## config.mk

```make
export PLATFORM = sky130hd
export DESIGN_NAME = fb_rect_writer_flat
export DESIGN_NICKNAME = d
export VERILOG_FILES = /design/src/rtl/fb_rect_writer_if.sv /design/src/rtl/fb_rect_writer.sv /design/src/flat_wrapper.sv
export SDC_FILE = /design/constraint.sdc
export NUM_CORES = 1
export LEC_CHECK = 0
export CELL_PAD_IN_SITES_DETAIL_PLACEMENT = 1
export CELL_PAD_IN_SITES_GLOBAL_PLACEMENT = 1
export CORE_MARGIN = 2
export CORE_UTILIZATION = 46
export DETAILED_ROUTE_END_ITERATION = 8
export PLACE_DENSITY = 0.94
export SLEW_MARGIN = 20
export SYNTH_ARGS = -nofsm -noshare
export SYNTH_HDL_FRONTEND = slang
export SYNTH_SLANG_ARGS = --single-unit
```

## constraint.sdc

```tcl
create_clock -name WRITE_CLK -period 14.3 [get_ports WRITE_CLK]
set_input_delay 2.86 -clock WRITE_CLK [delete_from_list [all_inputs] [get_ports WRITE_CLK]]
set_output_delay 2.86 -clock WRITE_CLK [all_outputs]
set_load 0.05 [all_outputs]
```

## src/rtl/fb_rect_writer_if.sv

```systemverilog
// Command and pixel-write bundle for the frame buffer rectangle writer.
// The master side issues commands; the slave side performs the writes.
interface fb_rect_writer_if #(
    parameter int ADDR_WIDTH  = 19,
    parameter int DATA_WIDTH  = 24,
    parameter int COORD_WIDTH = 10
);
    logic                   CMD_VALID;
    logic                   CMD_READY;
    logic                   CMD_CLEAR;
    logic [COORD_WIDTH-1:0] CMD_X;
    logic [COORD_WIDTH-1:0] CMD_Y;
    logic [COORD_WIDTH-1:0] CMD_W;
    logic [COORD_WIDTH-1:0] CMD_H;
    logic [DATA_WIDTH-1:0]  CMD_COLOR;
    logic                   WRITE_EN;
    logic [ADDR_WIDTH-1:0]  WRITE_ADDR;
    logic [DATA_WIDTH-1:0]  WRITE_DATA;
    logic                   BUSY;
    logic                   DONE;

    modport master (
        output CMD_VALID, CMD_CLEAR, CMD_X, CMD_Y, CMD_W, CMD_H, CMD_COLOR,
        input  CMD_READY, WRITE_EN, WRITE_ADDR, WRITE_DATA, BUSY, DONE
    );

    modport slave (
        input  CMD_VALID, CMD_CLEAR, CMD_X, CMD_Y, CMD_W, CMD_H, CMD_COLOR,
        output CMD_READY, WRITE_EN, WRITE_ADDR, WRITE_DATA, BUSY, DONE
    );
endinterface

```

## src/rtl/fb_rect_writer.sv

```systemverilog
// Rectangle-fill / full-clear write engine: one clipped pixel write per clock in raster order.
// First write two cycles after acceptance; commands are only taken in IDLE (CMD_READY).
module fb_rect_writer #(
    parameter int FB_WIDTH    = 640,
    parameter int FB_HEIGHT   = 480,
    parameter int ADDR_WIDTH  = 19,
    parameter int DATA_WIDTH  = 24,
    parameter int COORD_WIDTH = 10
) (
    input  logic             WRITE_CLK,
    input  logic             RESET,
    fb_rect_writer_if.slave  bus
);
    localparam int CW = COORD_WIDTH;
    localparam logic [CW:0]           FBW_C  = (CW+1)'(FB_WIDTH);
    localparam logic [CW:0]           FBH_C  = (CW+1)'(FB_HEIGHT);
    localparam logic [CW:0]           ONE_C  = (CW+1)'(1);
    localparam logic [ADDR_WIDTH-1:0] FBW_A  = ADDR_WIDTH'(FB_WIDTH);
    localparam logic [ADDR_WIDTH-1:0] ONE_A  = ADDR_WIDTH'(1);

    typedef enum logic [1:0] {IDLE, SETUP, FILL, FINISH} state_t;
    state_t state, state_nxt;

    logic                  clr_q;
    logic [CW-1:0]         x_q, y_q, w_q, h_q;
    logic [DATA_WIDTH-1:0] color_q;

    logic [CW:0]           span_w_q, col_left, row_left;
    logic [ADDR_WIDTH-1:0] row_base, addr;
    logic                  wr_en;
    logic [DATA_WIDTH-1:0] wr_data;

    logic [CW:0]           x_end, y_end, x0, y0, x1, y1, span_w, span_h;
    logic                  empty;
    logic [ADDR_WIDTH-1:0] start_addr;
    logic                  last_pix;

    // Clipping: sums are one bit wider than the fields so X+W never wraps.
    always_comb begin
        x_end = {1'b0, x_q} + {1'b0, w_q};
        y_end = {1'b0, y_q} + {1'b0, h_q};
        if (clr_q) begin
            x0    = '0;
            y0    = '0;
            x1    = FBW_C;
            y1    = FBH_C;
            empty = 1'b0;
        end else begin
            x0    = {1'b0, x_q};
            y0    = {1'b0, y_q};
            x1    = (x_end < FBW_C) ? x_end : FBW_C;
            y1    = (y_end < FBH_C) ? y_end : FBH_C;
            empty = (w_q == '0) || (h_q == '0) || (x0 >= FBW_C) || (y0 >= FBH_C);
        end
        span_w     = x1 - x0;
        span_h     = y1 - y0;
        start_addr = ADDR_WIDTH'(y0) * FBW_A + ADDR_WIDTH'(x0);
    end

    assign last_pix = (col_left == '0) && (row_left == '0);

    always_ff @(posedge WRITE_CLK) begin
        if (RESET) state <= IDLE;
        else       state <= state_nxt;
    end

    always_comb begin
        state_nxt = state;
        case (state)
            IDLE:    if (bus.CMD_VALID) state_nxt = SETUP;
            SETUP:   state_nxt = empty ? FINISH : FILL;
            FILL:    if (last_pix) state_nxt = FINISH;
            FINISH:  state_nxt = IDLE;
            default: state_nxt = IDLE;
        endcase
    end

    always_ff @(posedge WRITE_CLK) begin
        if (RESET) begin
            clr_q    <= 1'b0;
            x_q      <= '0;
            y_q      <= '0;
            w_q      <= '0;
            h_q      <= '0;
            color_q  <= '0;
            span_w_q <= '0;
            col_left <= '0;
            row_left <= '0;
            row_base <= '0;
            addr     <= '0;
            wr_en    <= 1'b0;
            wr_data  <= '0;
        end else begin
            wr_en <= (state_nxt == FILL);
            case (state)
                IDLE: begin
                    if (bus.CMD_VALID) begin
                        clr_q   <= bus.CMD_CLEAR;
                        x_q     <= bus.CMD_X;
                        y_q     <= bus.CMD_Y;
                        w_q     <= bus.CMD_W;
                        h_q     <= bus.CMD_H;
                        color_q <= bus.CMD_COLOR;
                    end
                end
                SETUP: begin
                    // An empty command leaves the write port untouched.
                    if (!empty) begin
                        addr     <= start_addr;
                        row_base <= start_addr;
                        span_w_q <= span_w;
                        col_left <= span_w - ONE_C;
                        row_left <= span_h - ONE_C;
                        wr_data  <= color_q;
                    end
                end
                FILL: begin
                    if (col_left != '0) begin
                        addr     <= addr + ONE_A;
                        col_left <= col_left - ONE_C;
                    end else if (row_left != '0) begin
                        row_base <= row_base + FBW_A;
                        addr     <= row_base + FBW_A;
                        col_left <= span_w_q - ONE_C;
                        row_left <= row_left - ONE_C;
                    end
                end
                default: ;
            endcase
        end
    end

    assign bus.CMD_READY  = (state == IDLE);
    assign bus.BUSY       = (state != IDLE);
    assign bus.DONE       = (state == FINISH);
    assign bus.WRITE_EN   = wr_en;
    assign bus.WRITE_ADDR = addr;
    assign bus.WRITE_DATA = wr_data;
endmodule

```

## src/flat_wrapper.sv

```systemverilog
// flat-port wrapper written by rule: the top's interface ports become plain ports
module fb_rect_writer_flat 
#(
    parameter int FB_WIDTH    = 640,
    parameter int FB_HEIGHT   = 480,
    parameter int ADDR_WIDTH  = 19,
    parameter int DATA_WIDTH  = 24,
    parameter int COORD_WIDTH = 10
)
  (WRITE_CLK, RESET, bus_CMD_VALID, bus_CMD_CLEAR, bus_CMD_X, bus_CMD_Y, bus_CMD_W, bus_CMD_H, bus_CMD_COLOR, bus_CMD_READY, bus_WRITE_EN, bus_WRITE_ADDR, bus_WRITE_DATA, bus_BUSY, bus_DONE);
  fb_rect_writer_if #(.ADDR_WIDTH(ADDR_WIDTH), .DATA_WIDTH(DATA_WIDTH), .COORD_WIDTH(COORD_WIDTH)) bus_i ();
  input  logic WRITE_CLK;
  input  logic RESET;
  input wire logic [$bits(bus_i.CMD_VALID)-1:0] bus_CMD_VALID;
  input wire logic [$bits(bus_i.CMD_CLEAR)-1:0] bus_CMD_CLEAR;
  input wire logic [$bits(bus_i.CMD_X)-1:0] bus_CMD_X;
  input wire logic [$bits(bus_i.CMD_Y)-1:0] bus_CMD_Y;
  input wire logic [$bits(bus_i.CMD_W)-1:0] bus_CMD_W;
  input wire logic [$bits(bus_i.CMD_H)-1:0] bus_CMD_H;
  input wire logic [$bits(bus_i.CMD_COLOR)-1:0] bus_CMD_COLOR;
  output wire logic [$bits(bus_i.CMD_READY)-1:0] bus_CMD_READY;
  output wire logic [$bits(bus_i.WRITE_EN)-1:0] bus_WRITE_EN;
  output wire logic [$bits(bus_i.WRITE_ADDR)-1:0] bus_WRITE_ADDR;
  output wire logic [$bits(bus_i.WRITE_DATA)-1:0] bus_WRITE_DATA;
  output wire logic [$bits(bus_i.BUSY)-1:0] bus_BUSY;
  output wire logic [$bits(bus_i.DONE)-1:0] bus_DONE;
  assign bus_i.CMD_VALID = bus_CMD_VALID;
  assign bus_i.CMD_CLEAR = bus_CMD_CLEAR;
  assign bus_i.CMD_X = bus_CMD_X;
  assign bus_i.CMD_Y = bus_CMD_Y;
  assign bus_i.CMD_W = bus_CMD_W;
  assign bus_i.CMD_H = bus_CMD_H;
  assign bus_i.CMD_COLOR = bus_CMD_COLOR;
  assign bus_CMD_READY = bus_i.CMD_READY;
  assign bus_WRITE_EN = bus_i.WRITE_EN;
  assign bus_WRITE_ADDR = bus_i.WRITE_ADDR;
  assign bus_WRITE_DATA = bus_i.WRITE_DATA;
  assign bus_BUSY = bus_i.BUSY;
  assign bus_DONE = bus_i.DONE;
  fb_rect_writer #(.FB_WIDTH(FB_WIDTH), .FB_HEIGHT(FB_HEIGHT), .ADDR_WIDTH(ADDR_WIDTH), .DATA_WIDTH(DATA_WIDTH), .COORD_WIDTH(COORD_WIDTH)) u_core (.WRITE_CLK(WRITE_CLK), .RESET(RESET), .bus(bus_i));
endmodule
```

Yosys cells after proc, flatten, opt, wreduce, memory -nomap -nowiden
Index checks and enable logic that the tools add are counted.

Bits of input ports: 68. Word-level logic and storage cells: 82. Register bits: 163.

Reductions and logical operators: 17. Order comparisons: 4. Bitwise logic cells: 1. Muxes and demuxes: 25. Add/sub/neg operators: 12. $mul: 1. Equality and inequality tests: 8.

Operator list (number): $mux 11 (10); $mux 19 (4); $pmux 19 s2 (2); $sub 11x1->11 const B (5); $pmux 11 s2 (2); $add 10x10->11 (2); $logic_not 11->1 (2); $reduce_bool 11->1 (2); $sub 11x10->11 (2); $logic_not 10->1 (2); $mux 10 (2); $add 19x1->19 const B (1); $add 19x10->19 (1); $add 19x10->19 const B (1); $mul 10x3->12 const B (1); $lt 11x10->1 const B (1); $lt 11x9->1 const B (1); $ge 10x10->1 const B (1); $ge 10x9->1 const B (1); $pmux 2 s4 (1); $eq 2x2->1 const B (3); $mux 2 (2); $ne 2x2->1 const B (2); $reduce_and 2->1 (2); 11 further kinds (15).

Longest topological paths before layout
Word-level depth: 8. Mapped depth: 22. Gate-level depth less buffers: 22.

Least setup slack after synthesis
OpenSTA, ideal clock, no wires.

Path kind: reg2reg. From: register u_core.w_q[1]. To: register u_core.col_left[10]. Buffers on the path: 0. Data arrival time: 4717 ps. Slack: 9498 ps. Clock period less this slack: 4802 ps. Stages on the path, launching flop included: 20. Setup time: 86 ps. Path through: dfxtp_1 -> ha_1 -> a21o_1 -> a21o_1 -> a2111oi_4 -> nor3_2 -> a2111oi_4 -> a31oi_1 -> o22a_2 -> or4b_1 -> ha_1 -> inv_1 -> fa_1 -> nor2_1 -> a21o_1 -> ha_1 -> a21boi_0 -> or4b_1 -> xnor2_1 -> a211oi_1.

Word-level cells in the longest chain between the ends: 8. Elaborated cells on any way between the ends: 15. Those cells by class: 3 x add/sub; 1 x order compare; 1 x eq/ne; 5 x mux; 5 x reduce/logical.

RTL lines: from (decl) (line fb_rect_writer.sv:25) `logic [CW-1:0] x_q, y_q, w_q, h_q;`; from (signal assigned) (line fb_rect_writer.sv:101) `w_q <= bus.CMD_W;`; $add 10x10->11 * (line fb_rect_writer.sv:40) `x_end = {1'b0, x_q} + {1'b0, w_q};`; $lt 11x10->1 (line fb_rect_writer.sv:51) `x1 = (x_end < FBW_C) ? x_end : FBW_C;`; $mux 11 * (line fb_rect_writer.sv:51); $mux 11 * (line fb_rect_writer.sv:42) `if (clr_q) begin`; $sub 11x10->11 * (line fb_rect_writer.sv:55) `span_w = x1 - x0;`; via u_core.span_w[1] (line fb_rect_writer.sv:33) `logic [CW:0] x_end, y_end, x0, y0, x1, y1, span_w, span_h;`; $sub 11x1->11 * (line fb_rect_writer.sv:112) `col_left <= span_w - ONE_C;`; $mux 11 * (line fb_rect_writer.sv:108) `if (!empty) begin`; $pmux 11 s2 * (line fb_rect_writer.sv:95) `case (state)`; to (signal assigned) (line fb_rect_writer.sv:112); to (signal assigned) (line fb_rect_writer.sv:120) `col_left <= col_left - ONE_C;`; to (signal assigned) (line fb_rect_writer.sv:124) `col_left <= span_w_q - ONE_C;`; to (decl) (line fb_rect_writer.sv:28) `logic [CW:0] span_w_q, col_left, row_left;`.

The timed path passes the listed nets; every way through them passes the cells marked *. The select of a mux whose other input is x is not followed. A chain may end at the register's enable or synchronous reset.

Final worst setup path
From: register u_core.w_q[0]. To: register u_core.col_left[10].

Word-level cells in the longest chain between the ends: 8. Elaborated cells on any way between the ends: 15. Those cells by class: 3 x add/sub; 1 x order compare; 1 x eq/ne; 5 x mux; 5 x reduce/logical.

RTL lines (line): $add 10x10->11 (fb_rect_writer.sv:40); $lt 11x10->1 (fb_rect_writer.sv:51); $mux 11 (fb_rect_writer.sv:51); $mux 11 (fb_rect_writer.sv:42); $sub 11x10->11 (fb_rect_writer.sv:55); $sub 11x1->11 (fb_rect_writer.sv:112); $mux 11 (fb_rect_writer.sv:108); $pmux 11 s2 (fb_rect_writer.sv:95).

Several ways; a longest one is shown, not always the timed one. The select of a mux whose other input is x is not followed.

==> results.tsv <==
stage	metric	value	unit
global_routing	vias in the first global route	10400	
setup_path	Critical Path AT	5920	ps
place	port bufs	114	
yosys	Seq/Total Area, Yosys	32.2	%
hold_path	Hold Path Class	reg -> reg	
timing	Worst slew margin	27.5	%
global_routing	global-route wire length before repair	54100	um
detailed_routing	vias per cell	5.96	
yosys	Netlist Area Pre-Place	10100	sq um
clock_tree	Setup Fix Bufs, Post-CTS	0	
timing	Setup-failing EPs final	0	
setup_path	startpoint types	flop	
global_routing	largest net degree at the start of global routing	99	
setup_path	crit path from	u_core.w_q[0]$_SDFFE_PP0P_	
clock_tree	Num Clock Sinks	163	
clock_tree	CTS tree	done	
yosys	area leader, netlist	dfxtp_1	
detailed_routing	drt pass-1 iters	5	
detailed_routing	DRC Markers	0	
setup_path	Crit Path Class	reg -> reg	
global_routing	GR Overflow Total	0	
setup_path	crit end category	flop	
setup_path	R2R Path Start	u_core.w_q[0]$_SDFFE_PP0P_	
detailed_routing	met2 WL	16300	um
yosys	Distinct cells, synth	73	
clock_tree	post-cts hold buffer count	0	
floorplan	Die X-Extent	152	um
clock_tree	CTS Buffer Depth	2	
floorplan	Starting Density	46.6	%
timing	fin crit period	5570	ps
setup_path	reg-to-reg slack, setup	8730	ps
floorplan	die height	152	um
detailed_routing	total routed wirelength	32800	um
timing	Slew @ Worst Pin	1090	ps
timing	fmax	180	MHz
pwr	Power Density	234	nW/um^2
place	Post-DP HPWL	21700	um
final_layout	Layout Utilization	55.4	%
hold_path	Hold Path Cell Cnt	2	
pwr	P_leak	4.62	nW
yosys	Post-Synthesis Net Count	1434	
clock_tree	# resized after CTS	0	
yosys	yosys warns	0	
status	status	finished, final reports clean	
place	Final GP Congestion	0.884	
timing	Fin. Hold Viols	0	
floorplan	CORE AREA	21800	sq um
yosys	Main synth FF type	dfxtp_1	
detailed_routing	top routing layer used	met4	
pwr	Final Total Pwr	0.00282	W
setup_path	Required @ worst endpoint	14650	ps
detailed_routing	DR WL/cell	19.7	um
yosys	Synth top area share	32.2	%
global_routing	initial antenna violation count	1	
clock_tree	H-tree depth	4	
floorplan	row cnt	54	
yosys	asr flop ratio synth	0	%
floorplan	die area	23200	sq um
timing	Max Slew Vio Count	0	
final_layout	Final #Nets	1508	
place	Place WS	8920	ps
setup_path	R2R cell count	22	
timing	setup_tns	0	ps
clock_tree	total clock buffers created by CTS	17	
yosys	number of synthesized register bits	163	
global_routing	Total GRT Usage	28.1	%
detailed_routing	Via Count	9899	
timing	clock skew	18.1	ps
final_layout	share of layout cells above drive strength 1	5.65	%
detailed_routing	Detail Route met3 WL	1680	um
detailed_routing	Met1 Wirelength	14100	um
yosys	Syn Area/Cell	7.83	sq um
yosys	main area contributors after synthesis	dfxtp_1 32%, ha_1 8.1%, nand2_1 7.2%	
final_layout	Synth-to-Final Area Change	18.9	%
timing	part of the cycle the worst path needs	39.0	%
timing	RSZ-0062 raised after global routing	no	
job	MaxCap Viol Count	0	
yosys	Synth top cells by count	195 x nand2_1, 163 x dfxtp_1, 132 x nor2_1, 129 x a21oi_1, 66 x ha_1	
detailed_routing	Antenna Violating Nets Remaining	0	
timing	setup ws final	8730	ps
hold_path	Worst Min Path Start	u_core.color_q[4]$_SDFFE_PP0P_	
yosys	count leader, synth	nand2_1	
yosys	EDFF count, synth	0	
floorplan	io pins	115	
clock_tree	clock transition at the registers of the reported paths	70	ps
pwr	VDD IR-drop max	0.119	mV
clock_tree	worst skew pair latency	450	ps
yosys	Mapped Cells	1294	
clock_tree	Root Buffer	clkbuf_16	
detailed_routing	1st-iter DRT viols	562	
setup_path	Max FO, Critical Path	8	
==> worst max-delay path, cell delays in order, from the launching register on <==
cell       delay, ps
dfxtp_1          390
ha_1             200
inv_1             60
fa_1             380
nor2b_1          180
o21ai_0          140
a21boi_0         270
o21ai_0          150
a21oi_1          330
mux2i_1          280
o22a_2           260
or4b_1           140
ha_1             170
inv_1             60
fa_1             410
a211oi_2         370
o21bai_1         120
a211o_1          320
a2bb2oi_1        260
nand3_1          150
or4b_1           500
xnor2_1          140
a211oi_1         210
==> cells in the final DEF, fill, tap and decap left out, types with 4 or more instances in the layout <==
cell and count:
ha_1 65, or2_2 8, nor3_1 28, a31oi_1 10
or3_1 9, o211ai_1 18, o31a_1 6, a311oi_1 8
xnor2_1 41, clkbuf_16 17, and3_1 11, nor2b_1 15
mux2i_1 37, nor3b_1 9, nand2b_1 21, nand2_1 194
o21a_1 6, o31ai_1 4, nor4_1 18, o21ai_0 50
a21oi_1 128, o21bai_1 6, dfxtp_1 163, a21o_1 14
nand3_1 27, clkdlybuf4s50_1 113, nor2_1 131, inv_6 7
inv_1 50, nand4_1 4, o21ai_1 6, mux2_2 6
nor4b_1 5, buf_4 13, xor2_1 22, fa_1 6
a211oi_1 32, and2_1 4
==> sequential cells by signal, summed over array words and instances, names as in the netlist <==
signal and count:
u_core.h_q 10, u_core.row_base 19, u_core.color_q 24, u_core.clr_q 1
u_core.bus.WRITE_EN 1, u_core.y_q 10, u_core.col_left 11, u_core.bus.WRITE_ADDR 19
u_core.span_w_q 11, u_core.x_q 10, u_core.state 2, u_core.bus.WRITE_DATA 24
u_core.row_left 11, u_core.w_q 10
==> path summary, 6_finish.rpt <==
| kind | endpoint |
|---|---|
| worst max register to register | u_core.col_left[10]$_SDFFE_PP0P_ |
| worst min-delay path | u_core.color_q[4]$_SDFFE_PP0P_ |
| worst min register to register | u_core.color_q[4]$_SDFFE_PP0P_ |
| worst max-delay path | u_core.col_left[10]$_SDFFE_PP0P_ |
==> per-layer routing <==
metal / up-vias / GRT usage (%)
li1: 4720 / -
met1: 4856 / 33.7
met2: 260 / 50.5
met3: 63 / 5.63
met4: 0 / 9.04
met5: - / 0
==> layout make-up <==
class                      instances  area [sq um]
inverter                          51           191
sequential                       163          3260
fill                            2611          9700
tap                              280           350
timing repair buffer             126          1230
clock inverter                    14           186
multi-input combinational       1009          6410
antenna                            1          2.50
clock buffer                      17           425
==> where the power goes <==
group | total [W] | internal, W | leakage [nW] | switching, W
registers | 0.000677 | 0.000564 | 1.33 | 0.000113
logic | 0.00165 | 0.000616 | 2.99 | 0.00103
clock network | 0.000497 | 0.000280 | 0.300 | 0.000217
==> stage by stage <==
step / hold WS [ps] / cell area [sq um] / instances
2_1_floorplan: 436 / 10100 / 1294
3_3_place_gp: 442 / 11400 / 1629
3_5_place_dp: 448 / 11400 / 1629
4_1_cts: 461 / 12100 / 1660
5_1_grt: 479 / 12100 / 1660
6_report: 461 / 12100 / 1661
==> kinds of logic (layout without fill, tap and decap cells) <==
group / Yosys count / after routing / share of synthesized area (%)
AND/OR/NAND/NOR: 499 / 499 / 22.8
AO/OA/AOI/OAI: 332 / 332 / 21.2
flip-flops: 163 / 163 / 32.2
buffers and inverters: 122 / 208 / 4.78
adder cells (fa/ha/maj): 72 / 72 / 9.33
XOR/XNOR: 63 / 63 / 5.44
multiplexers: 43 / 43 / 4.32
other: 0 / 1 / 0
No activity file was read; power rests on OpenSTA's default activity.
